===== config.mk =====
export PLATFORM = sky130hd
export DESIGN_NAME = mem_issue_queue
export DESIGN_NICKNAME = d
export VERILOG_FILES = /design/src/rtl/mem_issue_queue.sv
export SDC_FILE = /design/constraint.sdc
export NUM_CORES = 2
export LEC_CHECK = 0
export CORE_ASPECT_RATIO = 0.6
export CORE_MARGIN = 2
export CORE_UTILIZATION = 55
export DETAILED_ROUTE_END_ITERATION = 7
export PLACE_DENSITY = 0.77
export SLEW_MARGIN = 20
export SYNTH_ARGS = -nofsm -noshare
export SYNTH_HDL_FRONTEND = slang
export SYNTH_SLANG_ARGS = --single-unit

===== constraint.sdc =====
create_clock -name clk -period 43.1 [get_ports clk]
set_input_delay 8.62 -clock clk [delete_from_list [all_inputs] [get_ports clk]]
set_output_delay 8.62 -clock clk [all_outputs]
set_load 0.005 [all_outputs]

===== src/rtl/mem_issue_queue.sv =====
// In-order load/store issue queue feeding the memory unit.
// Optional: MEMQ_PERF_CNT_EN adds full/wait cycle counters.
module mem_issue_queue #(
    parameter int DEPTH     = 8,
    parameter int PHYS_W    = 6,
    parameter int ROB_W     = 5,
    parameter int PAYLOAD_W = 64
) (
    input  logic                       clk,
    input  logic                       rst,
    input  logic                       flush,
    input  logic                       dispatch_valid,
    output logic                       dispatch_ready,
    input  logic [ROB_W-1:0]           dispatch_rob,
    input  logic [PHYS_W-1:0]          dispatch_rs1_ps,
    input  logic                       dispatch_rs1_rdy,
    input  logic [31:0]                dispatch_rs1_v,
    input  logic [PHYS_W-1:0]          dispatch_rs2_ps,
    input  logic                       dispatch_rs2_rdy,
    input  logic [31:0]                dispatch_rs2_v,
    input  logic [PAYLOAD_W-1:0]       dispatch_payload,
    input  logic                       cdb_valid,
    input  logic [PHYS_W-1:0]          cdb_phys_rd,
    input  logic [31:0]                cdb_data,
    input  logic                       mem_in_use,
    input  logic                       stall,
    output logic                       issue_start,
    output logic [ROB_W-1:0]           issue_rob,
    output logic [31:0]                issue_rs1_v,
    output logic [31:0]                issue_rs2_v,
    output logic [PAYLOAD_W-1:0]       issue_payload,
`ifdef MEMQ_PERF_CNT_EN
    output logic [31:0]                perf_full_cycles,
    output logic [31:0]                perf_wait_cycles,
`endif
    output logic [$clog2(DEPTH):0]     count
);

    localparam int PTR_W = $clog2(DEPTH);
    localparam int CNT_W = PTR_W + 1;

    logic                 e_valid   [DEPTH];
    logic [ROB_W-1:0]     e_rob     [DEPTH];
    logic [PHYS_W-1:0]    e_rs1_ps  [DEPTH];
    logic                 e_rs1_rdy [DEPTH];
    logic [31:0]          e_rs1_v   [DEPTH];
    logic [PHYS_W-1:0]    e_rs2_ps  [DEPTH];
    logic                 e_rs2_rdy [DEPTH];
    logic [31:0]          e_rs2_v   [DEPTH];
    logic [PAYLOAD_W-1:0] e_payload [DEPTH];

    logic [PTR_W-1:0] head;
    logic [PTR_W-1:0] tail;
    logic             issued_q;

    logic             full;
    logic             do_disp;
    logic             can_issue;
    logic             d_rs1_rdy;
    logic             d_rs2_rdy;
    logic [31:0]      d_rs1_v;
    logic [31:0]      d_rs2_v;

    assign full           = (count == CNT_W'(DEPTH));
    assign dispatch_ready = !full;

    // Accept, issue decision and dispatch-time operand resolution
    always_comb begin
        do_disp   = dispatch_valid && dispatch_ready && !flush;
        can_issue = e_valid[head] && e_rs1_rdy[head] && e_rs2_rdy[head]
                    && !mem_in_use && !stall && !issued_q && !flush;
        d_rs1_rdy = 1'b1;
        d_rs1_v   = 32'd0;
        if (dispatch_rs1_ps != '0) begin
            if (dispatch_rs1_rdy) begin
                d_rs1_v = dispatch_rs1_v;
            end else if (cdb_valid && cdb_phys_rd == dispatch_rs1_ps) begin
                d_rs1_v = cdb_data;
            end else begin
                d_rs1_rdy = 1'b0;
            end
        end
        d_rs2_rdy = 1'b1;
        d_rs2_v   = 32'd0;
        if (dispatch_rs2_ps != '0) begin
            if (dispatch_rs2_rdy) begin
                d_rs2_v = dispatch_rs2_v;
            end else if (cdb_valid && cdb_phys_rd == dispatch_rs2_ps) begin
                d_rs2_v = cdb_data;
            end else begin
                d_rs2_rdy = 1'b0;
            end
        end
    end

    // Entry storage: wakeup, dispatch write and free on issue
    always_ff @(posedge clk or posedge rst) begin
        if (rst) begin
            for (int i = 0; i < DEPTH; i++) begin
                e_valid[i]   <= 1'b0;
                e_rob[i]     <= '0;
                e_rs1_ps[i]  <= '0;
                e_rs1_rdy[i] <= 1'b0;
                e_rs1_v[i]   <= '0;
                e_rs2_ps[i]  <= '0;
                e_rs2_rdy[i] <= 1'b0;
                e_rs2_v[i]   <= '0;
                e_payload[i] <= '0;
            end
        end else if (flush) begin
            for (int i = 0; i < DEPTH; i++) begin
                e_valid[i] <= 1'b0;
            end
        end else begin
            for (int i = 0; i < DEPTH; i++) begin
                if (e_valid[i] && cdb_valid) begin
                    if (!e_rs1_rdy[i] && e_rs1_ps[i] == cdb_phys_rd) begin
                        e_rs1_rdy[i] <= 1'b1;
                        e_rs1_v[i]   <= cdb_data;
                    end
                    if (!e_rs2_rdy[i] && e_rs2_ps[i] == cdb_phys_rd) begin
                        e_rs2_rdy[i] <= 1'b1;
                        e_rs2_v[i]   <= cdb_data;
                    end
                end
            end
            if (can_issue) begin
                e_valid[head] <= 1'b0;
            end
            if (do_disp) begin
                e_valid[tail]   <= 1'b1;
                e_rob[tail]     <= dispatch_rob;
                e_rs1_ps[tail]  <= dispatch_rs1_ps;
                e_rs1_rdy[tail] <= d_rs1_rdy;
                e_rs1_v[tail]   <= d_rs1_v;
                e_rs2_ps[tail]  <= dispatch_rs2_ps;
                e_rs2_rdy[tail] <= d_rs2_rdy;
                e_rs2_v[tail]   <= d_rs2_v;
                e_payload[tail] <= dispatch_payload;
            end
        end
    end

    // Pointers, occupancy and the registered issue port
    always_ff @(posedge clk or posedge rst) begin
        if (rst) begin
            head          <= '0;
            tail          <= '0;
            count         <= '0;
            issued_q      <= 1'b0;
            issue_start   <= 1'b0;
            issue_rob     <= '0;
            issue_rs1_v   <= '0;
            issue_rs2_v   <= '0;
            issue_payload <= '0;
        end else if (flush) begin
            head        <= '0;
            tail        <= '0;
            count       <= '0;
            issued_q    <= 1'b0;
            issue_start <= 1'b0;
        end else begin
            issued_q    <= can_issue;
            issue_start <= can_issue;
            if (can_issue) begin
                issue_rob     <= e_rob[head];
                issue_rs1_v   <= e_rs1_v[head];
                issue_rs2_v   <= e_rs2_v[head];
                issue_payload <= e_payload[head];
                head          <= head + PTR_W'(1);
            end
            if (do_disp) begin
                tail <= tail + PTR_W'(1);
            end
            count <= count + CNT_W'(do_disp) - CNT_W'(can_issue);
        end
    end

`ifdef MEMQ_PERF_CNT_EN
    // Saturating stall counters; flush leaves them alone
    always_ff @(posedge clk or posedge rst) begin
        if (rst) begin
            perf_full_cycles <= '0;
            perf_wait_cycles <= '0;
        end else begin
            if (full && dispatch_valid && perf_full_cycles != '1) begin
                perf_full_cycles <= perf_full_cycles + 32'd1;
            end
            if (e_valid[head] && !(e_rs1_rdy[head] && e_rs2_rdy[head])
                && perf_wait_cycles != '1) begin
                perf_wait_cycles <= perf_wait_cycles + 32'd1;
            end
        end
    end
`endif

endmodule


==> results_dict.tcl <==
set metrics [dict create \
    grt_overflow 0 \
    drive_gt1_share_pct 9.48 \
    seq_area_frac_synth_pct 52.8 \
    numCtsBuffers 119 \
    wl_per_cell_um 28.5 \
    synth_common_cells "nand2_1, dfrtp_1, clkbuf_1" \
    antenna_found_initial 13 \
    setup-tns-final_ps 0 \
    setup_viol 0 \
    p_leak_nw 34.0 \
    startpoint_type "primary input" \
    die_w_um 441 \
    yosysMostFrequentCell "nand2_1" \
    failed_checks "DRC" \
    first_iter_violations 9317 \
    routed_wirelength_um 234000 \
    tightest_slew_ps 1240 \
    antenna_left 0 \
    critPathKind "primary input to register" \
    clock-sinks 1328 \
    layout.nets 6794 \
    syn_area_um2 63000 \
    synthTopCellsByArea "dfrtp_1, nand2_1, a22oi_1" \
    synth-seq-cells 1328 \
    synth_nets 6828 \
    rr_worst_depth 7 \
    fin_util_pct 62.3 \
    synth-edff-count 0 \
    fillers 9134 \
    crit_arrival_ps 13420 \
    io_pins 331 \
    cts_root_buffer "clkbuf_16" \
    outcome "complete, but fails checks" \
    cts_resized 0 \
    grt_util_all_layers_pct 39.4 \
    cts_setup_buffers 0 \
    portBuffers 330 \
    synth_flop_cell "dfrtp_1" \
    synth_top_area_cell "dfrtp_1" \
    grt_max_degree 197 \
    cts_buffer_depth 3 \
    rows 96 \
    dr.pass1.iters 8 \
    vdd_drop_max_mv 0.0413 \
    worstReg2RegStart "head[0]" \
    dieArea_um2 117000 \
    clkLatencyLatePin_ps 780 \
    dp_hpwl_um 125000 \
    path_clk_slew_ps 60 \
    yosysWarnings 0 \
    ys_types 79 \
    vias 56100 \
    drcViolationCount 26 \
    drv_cap 0 \
    crit_fanout 58 \
    cts_tree "yes" \
    ctsHoldBuffers 0 \
    core_area_um2 114000 \
    hold_viol 0 \
    cp-end-kind "register" \
    fmax_mhz 78.2 \
    grt_pass1_vias 55700 \
    reg2reg_setup_slack_ps 37990 \
    cp.required_ps 43720 \
    routed_via_density 6.83 \
    critPathCapture "issue_rs1_v[21]" \
    initial_core_util_pct 55.2 \
    rsz0062_at_grt "no" \
    relSlewSlack_pct 17.0 \
    place.gp.congestion 0.884 \
    hold_class "register to register" \
    fin_crit_sh_pct 29.7 \
    skew_ps 46.2 \
    r2r-end "issue_rs1_v[21]" \
    synthCells 6628 \
    slew_viol_final 0 \
    die_h_um 266 \
    power_density_nw_per_um2 51.7 \
    avgSynthCellArea_um2 9.50 \
    htreeDepth 3 \
    async_flop_share_pct 100 \
    synth_top_area_share_pct 52.8 \
    min_period_ps 12790 \
    startpoint "mem_in_use" \
    area_delta_synth_final_pct 12.8 \
    grt_pass1_wl_um 349000 \
]
[per-layer routing]
layer / GRT usage [%] / wire [um] / up-vias
met4: 18.8 / 13400 / 19
met2: 54.5 / 95200 / 4766
met1: 53.7 / 86400 / 27200
met3: 16.0 / 38600 / 1061
li1: - / - / 23100
met5: 1.86 / 365 / -
[cell type report]
type,count,area [um2],area share [%]
diodes,8,20.0,0.0282
clock buffers,180,3640,5.13
clock inverters,44,512,0.721
inverters,142,537,0.756
multi-input cells,4545,26800,37.8
flip-flops and latches,1328,33200,46.8
well taps,1519,1900,2.68
repair buffers,458,4350,6.12
[kinds of logic (layout without fill, tap and decap cells)]
logic type	count (synthesis)	in the layout	synth area share, %
other cells	0	8	0
simple gates	2815	2815	18.1
buf+inv	755	824	5.30
xor+xnor	112	112	1.56
flops	1328	1328	52.8
mux	239	239	4.14
compound gates	1371	1371	17.9
fa+ha+maj	8	8	0.171
[worst max-delay path, cell delays in order]
cell,delay (ps)
clkdlybuf4s50_1,400
nor3_1,690
o221ai_2,330
or4_4,600
nor2_8,610
buf_4,730
buf_4,880
mux2_2,420
[report_power, final]
group,internal [mW],total (mW),switching [mW]
logic,0.360,0.774,0.414
clock network,0.637,1.14,0.503
registers,1.56,1.75,0.193
total,2.56,3.67,1.11
[worst min-delay path by stage]
| stage | cells after the start | to | slack (ps) | start |
|---|---|---|---|---|
| 6_report | 2 | e_payload[137] | 480 | e_payload[137] |
| 5_1_grt | 2 | e_payload[51] | 490 | e_payload[51] |
| 4_1_cts | 2 | e_payload[137] | 480 | e_payload[137] |
| 3_5_place_dp | 2 | e_payload[133] | 460 | e_payload[133] |
| 3_3_place_gp | 2 | e_payload[195] | 460 | e_payload[195] |
| 2_1_floorplan | 2 | e_payload[131] | 450 | e_payload[131] |
[cell usage in the layout (no fill, tap or decap), types with 40 or more instances in the layout]
cell type	netlist	routed
nand2_1	2174	2171
dfrtp_1	1328	1328
a22oi_1	375	375
clkdlybuf4s50_1	0	326
nor2_1	259	254
nand3_1	177	173
inv_1	140	139
a221o_1	124	124
clkbuf_16	0	121
buf_4	80	121
mux2i_1	100	100
a221oi_1	97	97
a22o_1	96	96
o221a_2	94	94
o21a_1	94	94
a21oi_1	92	86
mux2_2	74	74
o21ai_0	70	70
xor2_1	72	69
a211oi_1	64	64
mux2_1	60	60
nor3_1	58	49
nand4_1	49	49
xnor2_1	40	40
a31oi_1	40	40
clkbuf_8	0	40
[sequential cells by signal (all words and copies together), names as in the netlist, 5 cells and up]
| register | flops |
|---|---|
| e_rs1_rdy | 8 |
| issue_rs1_v | 32 |
| e_rob | 40 |
| e_rs2_ps | 48 |
| issue_payload | 64 |
| issue_rs2_v | 32 |
| e_rs2_v | 256 |
| e_rs1_ps | 48 |
| e_rs2_rdy | 8 |
| e_payload | 512 |
| issue_rob | 5 |
| e_rs1_v | 256 |
| e_valid | 8 |
[stage by stage]
| step | cell area [um2] | hold WS (ps) | worst slack (ps) | std cells | power (mW) |
|---|---|---|---|---|---|
| floorplan | 63000 | 446 | 16110 | 6628 | 2.21 |
| global placement | 66800 | 458 | 28900 | 7989 | 2.48 |
| detailed placement | 66800 | 463 | 28780 | 7989 | 2.52 |
| CTS | 70900 | 479 | 29600 | 8213 | 3.65 |
| global route | 71000 | 488 | 29930 | 8224 | 3.82 |
| finish | 71000 | 475 | 30310 | 8224 | 3.67 |
No activity file was read; power rests on OpenSTA's default activity.
